<file path="config.mk">
export PLATFORM = sky130hd
export DESIGN_NAME = instruction_fetch_unit
export DESIGN_NICKNAME = d
export VERILOG_FILES = /design/src/rtl/instruction_fetch_unit.sv
export SDC_FILE = /design/constraint.sdc
export NUM_CORES = 1
export LEC_CHECK = 0
export BUFFER_PORTS_ARGS = -buffer_cell sky130_fd_sc_hd__buf_2
export CAP_MARGIN = 10
export CORE_ASPECT_RATIO = 1.1
export CORE_MARGIN = 2
export CORE_UTILIZATION = 54
export CTS_BUF_LIST = sky130_fd_sc_hd__clkbuf_8
export CTS_CLUSTER_SIZE = 24
export DETAILED_ROUTE_END_ITERATION = 12
export PLACE_DENSITY = 0.83
export SYNTH_ARGS = -nofsm -noshare
export SYNTH_HDL_FRONTEND = slang
export SYNTH_SLANG_ARGS = --single-unit
</file>
<file path="constraint.sdc">
create_clock -name clk -period 4.6 [get_ports clk]
set_input_delay 0.46 -clock clk [delete_from_list [all_inputs] [get_ports clk]]
set_output_delay 0.46 -clock clk [all_outputs]
set_load 0.05 [all_outputs]
</file>
<file path="src/rtl/instruction_fetch_unit.sv">
// Instruction fetch front end: owns the PC, fetches over a req/ack handshake and holds the
// fetched word for decode until the core advances. Faults on misaligned targets or timeout.
module instruction_fetch_unit #(
   parameter logic [31:0] RESET_PC       = 32'h0000_0000,
   parameter int unsigned TIMEOUT_CYCLES = 16
) (
   input  logic        clk,
   input  logic        rst,
   output logic [31:0] ImemAddr,
   output logic        ImemReq,
   input  logic        ImemAck,
   input  logic [31:0] ImemRdata,
   input  logic        Advance,
   input  logic        Branch,
   input  logic        Zero,
   input  logic [31:0] BranchOffset,
   output logic [31:0] PC,
   output logic [31:0] Instr,
   output logic [6:0]  Opcode,
   output logic        InstrValid,
   output logic        Fault,
   output logic [1:0]  FaultCause
   ,
   output logic [31:0] RetireCount
);

   typedef enum logic [1:0] {StIdle, StFetch, StHold, StFault} state_e;

   localparam logic [31:0] Nop          = 32'h0000_0013;
   localparam logic [7:0]  TimeoutLimit = 8'(TIMEOUT_CYCLES);
   localparam logic [1:0]  CauseNone    = 2'b00;
   localparam logic [1:0]  CauseAlign   = 2'b01;
   localparam logic [1:0]  CauseTimeout = 2'b10;

   state_e      state_q, state_d;
   logic [31:0] pc_q, pc_d;
   logic [31:0] instr_q, instr_d;
   logic        valid_q, valid_d;
   logic        fault_q, fault_d;
   logic [1:0]  cause_q, cause_d;
   logic [31:0] retire_q, retire_d;
   logic [7:0]  tmo_q, tmo_d;
   logic [31:0] next_pc;

   // Candidate next PC; only meaningful on an Advance cycle in HOLD.
   always_comb begin
      next_pc = (Branch && Zero) ? (pc_q + BranchOffset) : (pc_q + 32'd4);
   end

   // Next-state logic for the fetch FSM and its datapath registers.
   always_comb begin
      state_d  = state_q;
      pc_d     = pc_q;
      instr_d  = instr_q;
      valid_d  = valid_q;
      fault_d  = fault_q;
      cause_d  = cause_q;
      retire_d = retire_q;
      // Counter only runs while in FETCH, so it is zero on every entry.
      tmo_d    = '0;
      case (state_q)
         StIdle: begin
            state_d = StFetch;
         end
         StFetch: begin
            if (ImemAck) begin
               instr_d = ImemRdata;
               valid_d = 1'b1;
               state_d = StHold;
            end else if (tmo_q + 8'd1 == TimeoutLimit) begin
               fault_d = 1'b1;
               cause_d = CauseTimeout;
               state_d = StFault;
            end else begin
               tmo_d = tmo_q + 8'd1;
            end
         end
         StHold: begin
            if (Advance) begin
               valid_d = 1'b0;
               if (next_pc[1:0] == 2'b00) begin
                  pc_d     = next_pc;
                  retire_d = retire_q + 32'd1;
                  state_d  = StFetch;
               end else begin
                  fault_d = 1'b1;
                  cause_d = CauseAlign;
                  state_d = StFault;
               end
            end
         end
         default: begin
            valid_d = 1'b0;
         end
      endcase
   end

   // State and datapath registers, asynchronously reset.
   always_ff @(posedge clk or posedge rst) begin
      if (rst) begin
         state_q  <= StIdle;
         pc_q     <= RESET_PC;
         instr_q  <= Nop;
         valid_q  <= 1'b0;
         fault_q  <= 1'b0;
         cause_q  <= CauseNone;
         retire_q <= '0;
         tmo_q    <= '0;
      end else begin
         state_q  <= state_d;
         pc_q     <= pc_d;
         instr_q  <= instr_d;
         valid_q  <= valid_d;
         fault_q  <= fault_d;
         cause_q  <= cause_d;
         retire_q <= retire_d;
         tmo_q    <= tmo_d;
      end
   end

   // Outputs decode straight from state so reset drops ImemReq without a clock.
   always_comb begin
      ImemReq     = (state_q == StFetch);
      ImemAddr    = pc_q;
      PC          = pc_q;
      Instr       = instr_q;
      Opcode      = instr_q[6:0];
      InstrValid  = valid_q;
      Fault       = fault_q;
      FaultCause  = cause_q;
      RetireCount = retire_q;
   end

endmodule

</file>
==> impl_metrics.csv <==
group,metric,value,unit
status,status,"completed",
floorplan,die_h,125,µm
cts,hold_buffers,0,
yosys,syn-cell-area,7130,µm²
cts,numCtsBuffers,9,
floorplan,rows,44,
timing,rsz0062_at_grt,"no",
yosys,avgSynthCellArea,9.19,µm²
yosys,synth_top_area_cell,"dfrtp_1",
setup_path,cp_data_required_time,4.88,ns
cts,clkTransAtPathRegs,0.11,ns
power,p_per_area,755,nW/µm²
route,wl_met2,9600,µm
yosys,ys_ff_latch,110,
route,ant_nets,0,
global_route,track_usage,0.266,
yosys,syn-instance-count,776,
yosys,syn-num-nets,885,
yosys,synth_cell_types,68,
timing,setup_viol,0,
cells_and_area,fin_area,8260,µm²
placement,dp_cells,1089,
yosys,yosysTopAreaCellShare,0.375,
timing,finalMaxSlewViolations,0,
setup_path,critPathMaxFanout,13,
yosys,synth_edf_count,0,
setup_path,r2r_slack,1.41,ns
route,vias,6483,
yosys,synth_seq_area_share,0.386,
timing,tightest_slew,0.888,ns
timing,tns,0,ns
power,p_leak,3.99,nW
cells_and_area,post-route-util,0.633,
cells_and_area,syn_to_final_growth,15.8,%
placement,hpwl,14400,µm
setup_path,start_kind,"register",
worst_hold_path,hp-class,"primary input to asynchronous set/reset pin",
cells_and_area,final_common_cell,"buf_2",
placement,place.gp.congestion,0.949,
floorplan,core_area,13000,µm²
route,wl_met1,7690,µm
timing,fin_skew,0.0118,ns
power,ir_drop,469,µV
global_route,antenna_found_initial,0,
yosys,synth_area_leaders,"dfrtp_1 (38%), ha_1 (6.7%), mux2_2 (5.4%)",
route,drcViolationCount,0,
placement,dpl-instance-area,8040,µm²
cts,htree_levels,3,
route,drtIter0Drc,572,
cells_and_area,drive_above_1_share,0.311,
cts,cts-resized-gates,0,
timing,max_freq,0.313,GHz
route,top_layer,"met4",
cts,cts_tree,"built",
floorplan,die_width,114,µm
cts,clock_path_buffers,2,
timing,min_period,3.19,ns
setup_path,arrival,3.47,ns
placement,portBuffers,209,
timing,post-route-period-util,0.694,
floorplan,initial_core_util,0.547,
global_route,globalRouteOverflowTotal,0,
cts,clock-sinks,110,
cts,root_buffer,"clkbuf_8",
timing,timing.slew.headroom,0.408,
floorplan,die-area,14100,µm²
setup_path,critPathKind,"register to register",
yosys,synth_top_flop_cell,"dfrtp_1",
cells_and_area,final_cell_mix,"buf_2 (209), dfrtp_1 (107), a21oi_1 (72)",
power,fin_total_pwr,6.23,mW
setup_path,worst_setup_path_end_kind,"register",
global_route,grt_max_degree,76,
route,vias_per_cell,5.87,
cells_and_area,nets,1048,
timing,hold_viol,0,
cells_and_area,nFillCells,1146,
route,dr.pass1.iters,5,
route,routed_wl,18900,µm
route,post_drt_wl_per_cell,17.1,µm
global_route,grt_pass1_vias,6123,
floorplan,io_pins,210,
cells_and_area,final_cells,1105,
yosys,synthArstFlopShare,1.00,
route,met3_length,1370,µm
global_route,grt_pass1_wl,30300,µm
cells_and_area,antennaDiodeCount,0,
run,max_cap_viol_count,0,
yosys,ys_warn_count,0,
cts,clk_latency,0.39,ns
cts,postCtsSetupRepairBufs,0,
## power by group
part / total (mW) / switching (mW) / internal [mW]
Combinational: 3.94 / 2.82 / 1.11
Clock: 0.626 / 0.360 / 0.266
Sequential: 1.67 / 0.395 / 1.28
Total: 6.23 / 3.58 / 2.65
## critical path: stages, from the launching register on
cell      delay, ns
dfrtp_1        0.43
ha_1           0.27
fa_1           0.43
and4bb_2       0.33
o21bai_2       0.21
nor3_2         0.39
nand2_1        0.16
nor2_1         0.26
and3_1         0.31
nand4_1        0.15
xnor2_1        0.14
## Yosys cell counts (all sizes together), types with 6 or more instances
cell / instances
a211oi: 8
dfrtp: 107
o21ai: 45
nand3: 39
nand4: 23
nand2: 70
a21o: 9
nor4: 6
nor2: 60
ha: 38
mux2: 34
inv: 16
or3: 8
a21oi: 74
buf: 46
or2: 7
xor2: 18
clkbuf: 17
and3: 14
xnor2: 39
nor3: 16
and2: 6
o22ai: 7
## layout make-up
class | count | area [µm²] | share of cell area
Multi-Input combinational cell | 587 | 3930 | 0.476
Inverter | 16 | 62.6 | 0.00758
Timing Repair Buffer | 215 | 1090 | 0.132
Sequential cell | 110 | 2760 | 0.334
Clock inverter | 7 | 88.8 | 0.0108
Tap cell | 161 | 201 | 0.0244
Clock buffer | 9 | 124 | 0.0150
## kinds of logic after synthesis
logic type               share of synthesized area
flip-flops                                   0.386
XOR/XNOR                                    0.0700
AO/OA/AOI/OAI                                0.161
multiplexers                                0.0565
adder cells (fa/ha/maj)                     0.0695
buffers and inverters                       0.0628
AND/OR/NAND/NOR                              0.194
## state kept, by name (all words and copies together), names as in the netlist
name / flops
tmo_q: 8
Fault: 1
state_q: 2
FaultCause: 2
Instr: 32
InstrValid: 1
ImemAddr: 32
RetireCount: 32
## worst paths after layout
| check | cells after the start | end | from |
|---|---|---|---|
| max in group asynchronous | 3 | ImemAddr[20] | rst |
| hold reg to reg | 1 | RetireCount[31] | RetireCount[31] |
| min in group clk | 2 | Instr[13] | ImemRdata[13] |
| setup reg to reg | 10 | RetireCount[31] | ImemAddr[0] |
| hold / removal | 2 | RetireCount[30] | rst |
| setup / recovery | 10 | RetireCount[31] | ImemAddr[0] |
## through the flow
| step | worst slack, ns | hold slack, ns |
|---|---|---|
| CTS | 1.40 | 0.286 |
| detailed placement | 1.29 | 0.457 |
| finish | 1.41 | 0.258 |
| global placement | 1.36 | 0.452 |
| global route | 1.22 | 0.282 |
| floorplan | 1.24 | 0.442 |
## per-layer routing
metal,track usage,vias up
met5,0,-
li1,-,3093
met2,0.472,267
met3,0.0365,25
met1,0.333,3098
met4,0.0811,0
Note: power is estimated with default switching activity, not from simulation.
